`config.mk`:
```
export PLATFORM = sky130hd
export DESIGN_NAME = seq_booth_multiplier
export DESIGN_NICKNAME = d
export VERILOG_FILES = /design/src/rtl/seq_booth_multiplier.sv
export SDC_FILE = /design/constraint.sdc
export NUM_CORES = 1
export LEC_CHECK = 0
export BUFFER_PORTS_ARGS = -buffer_cell sky130_fd_sc_hd__buf_2
export CORE_AREA = 8 8 87 89
export DETAILED_ROUTE_END_ITERATION = 6
export DIE_AREA = 0 0 95 97
export PLACE_DENSITY = 0.76
export SETUP_SLACK_MARGIN = 0.05
export SLEW_MARGIN = 20
export SYNTH_ARGS = -nofsm -noshare
export SYNTH_HDL_FRONTEND = slang
export SYNTH_SLANG_ARGS = --single-unit
```
`constraint.sdc`:
```
create_clock -name clk -period 3.01 [get_ports clk]
set_input_delay 0.1505 -clock clk [delete_from_list [all_inputs] [get_ports clk]]
set_output_delay 0.1505 -clock clk [all_outputs]
set_load 0.02 [all_outputs]
```
`src/rtl/seq_booth_multiplier.sv`:
```
// Iterative radix-2 Booth multiplier, one Booth step per clock, signed/unsigned per operation.
// Latency RW+1 cycles from the accept edge to the done pulse; product is registered.
// start is ignored while busy; start during done is accepted back-to-back.
module seq_booth_multiplier #(
    parameter int MW = 8,
    parameter int RW = 8
) (
    input  logic             clk,
    input  logic             rst_n,
    input  logic             start,
    input  logic             signed_mode,
    input  logic [MW-1:0]    m,
    input  logic [RW-1:0]    r,
    output logic             busy,
    output logic             done,
    output logic [MW+RW-1:0] product
);

    localparam int PW = MW + RW + 4;
    localparam int CW = $clog2(RW + 2);

    typedef enum logic [1:0] {IDLE, RUN, DONE} state_t;

    state_t          state;
    logic [PW-1:0]   p;
    logic [MW+1:0]   m_pos;
    logic [MW+1:0]   m_neg;
    logic [CW-1:0]   cnt;

    logic            m_sx;
    logic            r_sx;
    logic [MW+1:0]   upper;
    logic [MW+1:0]   upper_sum;
    logic [PW-1:0]   p_step;

    assign m_sx = signed_mode & m[MW-1];
    assign r_sx = signed_mode & r[RW-1];

    // One Booth step: conditional add/subtract on the upper field, then arithmetic shift.
    always_comb begin
        upper     = p[PW-1 -: MW+2];
        upper_sum = upper;
        case (p[1:0])
            2'b01:   upper_sum = upper + m_pos;
            2'b10:   upper_sum = upper + m_neg;
            default: upper_sum = upper;
        endcase
        p_step = {upper_sum[MW+1], upper_sum, p[RW+1:1]};
    end

    always_ff @(posedge clk or negedge rst_n) begin
        if (!rst_n) begin
            state   <= IDLE;
            p       <= '0;
            m_pos   <= '0;
            m_neg   <= '0;
            cnt     <= '0;
            product <= '0;
        end else begin
            case (state)
                IDLE, DONE: begin
                    if (start) begin
                        // Multiplicand kept at MW+2 bits so negating the most negative value fits.
                        p     <= {{(MW+2){1'b0}}, r_sx, r, 1'b0};
                        m_pos <= {{2{m_sx}}, m};
                        m_neg <= -{{2{m_sx}}, m};
                        cnt   <= CW'(RW + 1);
                        state <= RUN;
                    end else begin
                        state <= IDLE;
                    end
                end
                RUN: begin
                    p   <= p_step;
                    cnt <= cnt - CW'(1);
                    if (cnt == CW'(1)) begin
                        product <= p_step[MW+RW:1];
                        state   <= DONE;
                    end
                end
                default: state <= IDLE;
            endcase
        end
    end

    assign busy = (state == RUN);
    assign done = (state == DONE);

endmodule

```
---- Word level (Yosys, flattened, before mapping) ----
Index checks and enable logic that the tools add are counted.
cells by class
  $add $sub $neg .......................... 4
  equality and inequality tests ........... 7
  muxes and demuxes ....................... 8
  bitwise operators ....................... 2
  reductions and logical operators ........ 6
operators by type and width
  operator                                           count
  case mux 20 bit (2 select lines)                   1
  adder 10 bit                                       2
  2-to-1 mux 20 bit                                  1
  case mux 10 bit (2 select lines)                   1
  negator 10 bit                                     1
  case mux 4 bit (2 select lines)                    1
  AND reduction 2 bit                                3
  == test 2 x 1 -> 1 bit (second input constant)     2
  == test 2 bit (second input constant)              2
  == test 4 x 1 -> 1 bit (second input constant)     1
  2-to-1 mux 4 bit                                   1
  case mux 2 bit (2 select lines)                    1
  subtractor 4 x 1 -> 4 bit (second input constant)  1
  bitwise AND 1 bit                                  2
  logical NOT 2 bit                                  1
  2-to-1 mux 2 bit                                   1
  != test 2 x 1 -> 1 bit (second input constant)     1
  != test 2 bit (second input constant)              1
  nonzero test 2 bit                                 1
  OR reduction 2 bit                                 1
  2-to-1 mux 1 bit                                   1
storage, ports and cells
  register bits ........................... 61
  input port bits ......................... 20
  output and inout port bits .............. 18
  logic and storage cells ................. 33

---- Logic depth before layout (Yosys ltp) ----
  word-level depth ........................ 4
  mapped depth ............................ 11

---- Worst setup path after synthesis ----
OpenSTA, ideal clock, no wires.
  path kind ............................... flip-flop to flip-flop
  start point ............................. register p[0]
  end point ............................... register p[18]
  library setup time ...................... 120 ps
  arrival ................................. 2359 ps
  required time ........................... 2890 ps
  setup slack ............................. 532 ps
  stages on the path, launching flop included .. 12
  clock period less this slack ............ 2478 ps
  path through ............................ dfrtp_1 > inv_1 > ha_1 > buf_6 > mux2_2 > ha_1 > a21o_1 > a22oi_1 > o21ai_1 > a31oi_1 > xnor2_1 > a31o_1
between the ends
  cells in the longest elaborated chain, start to end .. 3
ends and longest elaborated chain
  what                                                            line  source
  from (decl)                                                     25    logic [PW-1:0] p;
  from (signal assigned)                                          64    p <= {{(MW+2){1'b0}}, r_sx, r, 1'b0};
  from (signal assigned)                                          74    p <= p_step;
  == test 2 bit / == test 2 x 1 -> 1 bit (equally long branches)  43    case (p[1:0])
  case mux 10 bit (2 select lines) (*)                            43
  case mux 20 bit (2 select lines) (*)                            60    case (state)
Mark *: on every way between the ends. The rest lies on a longest branch, timed or not.
A chain may end at the register's enable or synchronous reset.

---- Worst setup path after layout ----
  start point ............................. register p[0]
  end point ............................... register product[13]
between the ends
  cells in the longest elaborated chain, start to end .. 2
ends and longest elaborated chain
  what                                                            line  source
  == test 2 bit / == test 2 x 1 -> 1 bit (equally long branches)  43
  case mux 10 bit (2 select lines) (*)                            43
  to (signal assigned)                                            77    product <= p_step[MW+RW:1];
  to (decl)                                                       16    output logic [MW+RW-1:0] product
Marked as above.

==> metrics.cfg <==
[drt]
drt-pass1-iter-count=4
antenna_violating_nets_post_route=0
finalWirelength_um=6890
detailedRoute.firstIterationViolations=94
via_count=2420
route.detailed.drc=0
vias_per_cell=5.40
wl_per_cell_um=15.4

[logic_synthesis]
synth_edf_count=0
synth_fp_nets=357
post_synth_top_area_share=0.486
proportion_of_synthesized_chip_area_in_sequential_cells=0.486
avgSynthCellArea_um2=9.40
yosys_warnings=0
synth_area_um2=3040
postSynth.topFlopCell=dfrtp_1
post_synth_main_area_contributors=dfrtp_1, nand2_1, ha_1
syn_inst=323
synth_async_sr_flop_share=1.00
post-synth-top-area-cell=dfrtp_1
yosys_register_bits=59
yosysUniqueCellTypes=46

[clock_tree]
cts_sinks=59
clockBufferDepth=2
clock_insertion_delay_worst_skew_ns=0.35
htree_num_levels=3
cts_tree=done
cts_setup_buffers=0
clkSlewWorstSetupHoldPaths_ns=0.07
clock_tree.root_cell=clkbuf_8
clock_buffers_created_by_tritoncts=9

[cells_and_area]
final-seq-area_um2=1480
insertedDiodeCount=0
layout.cell_area.non_filler_um2=3570
fin_nets=401
multi_input_gate_area_in_the_final_layout_um2=1460
fill_cells=544
drive_gt1_frac=0.194
area_growth_syn_to_layout_pct=17.5

[worst_setup_path]
crit_path_start_kind=flip-flop
timing.critical_path.arrival_ns=2.96
worst_r2r_startpoint=p[0]$_DFFE_PN0P_
worst-r2r-cell-count=10
path_max_fanout=6
crit_end=product[13]$_DFFE_PN0P_
startpoint=p[0]$_DFFE_PN0P_
timing_worst_setup_path_type=reg2reg
cp.required_ns=3.23
r2r_setup_slack_ns=0.27
worst_reg2reg_endpoint=product[13]$_DFFE_PN0P_
worst_setup_path_end_kind=flip-flop

[sta]
min_period_ns=2.74
timing.max_slew.rel_slack=0.578
maxClockFrequency_mhz=365
fin_worst_skew_ns=0.00775
timing.final.crit_share=0.911
setup_violations=0
fin_tns_setup_ns=0
unrepaired_setup_endpoints_after_global_routing=no
tightest_slew_ns=0.633
hold_viol=0
drv_slew=0

[power_and_ir_drop]
max_rail_drop_vdd_mv=0.526
p_leak_nw=1.82
power_per_cell_area_nw_per_um2=1290

[global_route]
largest_net_degree_at_the_start_of_global_routing=52
grt_overflow_total=0
antenna_found_initial=0
grt_use_total=0.158
vias_in_the_first_global_route=2448
wire_length_of_the_first_global_routing_pass_um=11400

[flow_run]
maxCapViolations=0

[floorplan]
floorplan.die.height_um=97
die-width_um=95
start_util=0.489
ioPinCount=38
number_of_rows_created_at_floorplan=29
design.core.area_um2=6200
design.die.area_um2=9220

[place]
cell_area_reported_after_detailed_placement_um2=3310
io_buffers=37
place.gp.congestion=0.813
dp_hpwl_um=4890

[outcome]
outcome=completed

[worst_hold_path]
class_of_the_worst_hold_path=in2reg

[per-layer routing]
metal / routed length [um] / vias up / GRT usage
met2: 3300 / 48 / 0.243
li1: - / 1194 / -
met3: 298 / 11 / 0.0355
met5: 0 / - / 0
met1: 3130 / 1167 / 0.195
met4: 163 / 0 / 0.0950
[worst min-delay path by stage]
stage | start | endpoint | slack (ns) | cells past startpoint
floorplan | rst_n | cnt[0]$_DFFE_PN0P_ | -0.15 | 0
finish | r[5] | p[6]$_DFFE_PN0P_ | 0.01 | 3
detailed placement | rst_n | m_pos[6]$_DFFE_PN0P_ | 0.22 | 1
global route | r[1] | p[2]$_DFFE_PN0P_ | 0.01 | 3
CTS | r[2] | p[3]$_DFFE_PN0P_ | 0.004 | 3
global placement | r[6] | p[7]$_DFFE_PN0P_ | 0.37 | 3
[cells in the final DEF, fill, tap and decap left out, drive strengths merged, types with 4 or more instances in the layout]
cell,Yosys,routed
nand2,97,97
dfrtp,59,59
buf,7,47
o21ai,30,30
ha,13,13
clkbuf,8,11
a21oi,9,9
nor2,9,9
a22oi,9,9
mux2,7,7
xor2,7,7
inv,6,6
a21o,6,6
mux2i,5,5
nand2b,5,5
nor3,4,4
xnor2,4,4
nand3,4,4
[report_power, final]
group	switching [W]	total [W]	internal, W
sequential	0.000263	0.00143	0.00117
combinational	0.00131	0.00226	0.000953
clock	0.000324	0.000894	0.000570
[layout make-up]
| cell class | instances | share of cell area |
|---|---|---|
| Timing Repair Buffer | 48 | 0.0765 |
| Tap cell | 77 | 0.0270 |
| Multi-Input combinational cell | 242 | 0.408 |
| Inverter | 7 | 0.00737 |
| Clock inverter | 4 | 0.0277 |
| Sequential cell | 59 | 0.414 |
| Clock buffer | 11 | 0.0396 |
[state kept, by name, indices dropped and copies added, names as in the netlist]
register	flops
cnt	4
m_neg	9
m_pos	9
p	19
product	16
state	2
[Yosys cell counts (all sizes together), types with 4 or more instances]
| library cell | instances |
|---|---|
| buf | 7 |
| nand3 | 4 |
| a21oi | 9 |
| nor2 | 9 |
| nand2b | 5 |
| clkbuf | 8 |
| dfrtp | 59 |
| a22oi | 9 |
| ha | 13 |
| o21ai | 30 |
| nor3 | 4 |
| xnor2 | 4 |
| mux2i | 5 |
| nand2 | 97 |
| mux2 | 7 |
| inv | 6 |
| xor2 | 7 |
| a21o | 6 |
[cell families (layout without fill, tap and decap cells)]
| group | count (synthesis) | in the layout | share of synthesized area |
|---|---|---|---|
| AND/OR/NAND/NOR | 134 | 134 | 0.195 |
| AO/OA/AOI/OAI | 71 | 71 | 0.149 |
| flip-flops | 59 | 59 | 0.486 |
| buffers and inverters | 22 | 70 | 0.0354 |
| adder cells (fa/ha/maj) | 14 | 14 | 0.0602 |
| multiplexers | 12 | 12 | 0.0424 |
| XOR/XNOR | 11 | 11 | 0.0317 |
[worst max-delay path: stages, from the launching register on]
cell      delay (ns)
dfrtp_1         0.38
inv_1           0.07
ha_1            0.30
mux2_2          0.38
ha_1            0.34
a21o_1          0.22
a221oi_1        0.37
xor2_1          0.17
nor2_1          0.05
a21oi_1         0.20
o21ai_0         0.12
[repair_timing]
action	4_1_cts	5_1_grt
endpoints found under the hold margin	49	0
resized for setup	0	0
hold buffers	1	0
[metrics by stage]
stage	std cells	utilization	total power [W]	setup slack (ns)	hold WS, ns
3_5_place_dp	432	0.534	0.00370	0.322	0.224
2_1_floorplan	323	-	0.00311	0.532	-0.145
6_report	448	0.575	0.00459	0.267	0.00994
3_3_place_gp	432	0.534	0.00360	0.428	0.371
5_1_grt	448	0.575	0.00495	0.130	0.0141
4_1_cts	448	0.575	0.00462	0.253	0.00412
No activity file was read; power rests on OpenSTA's default activity.
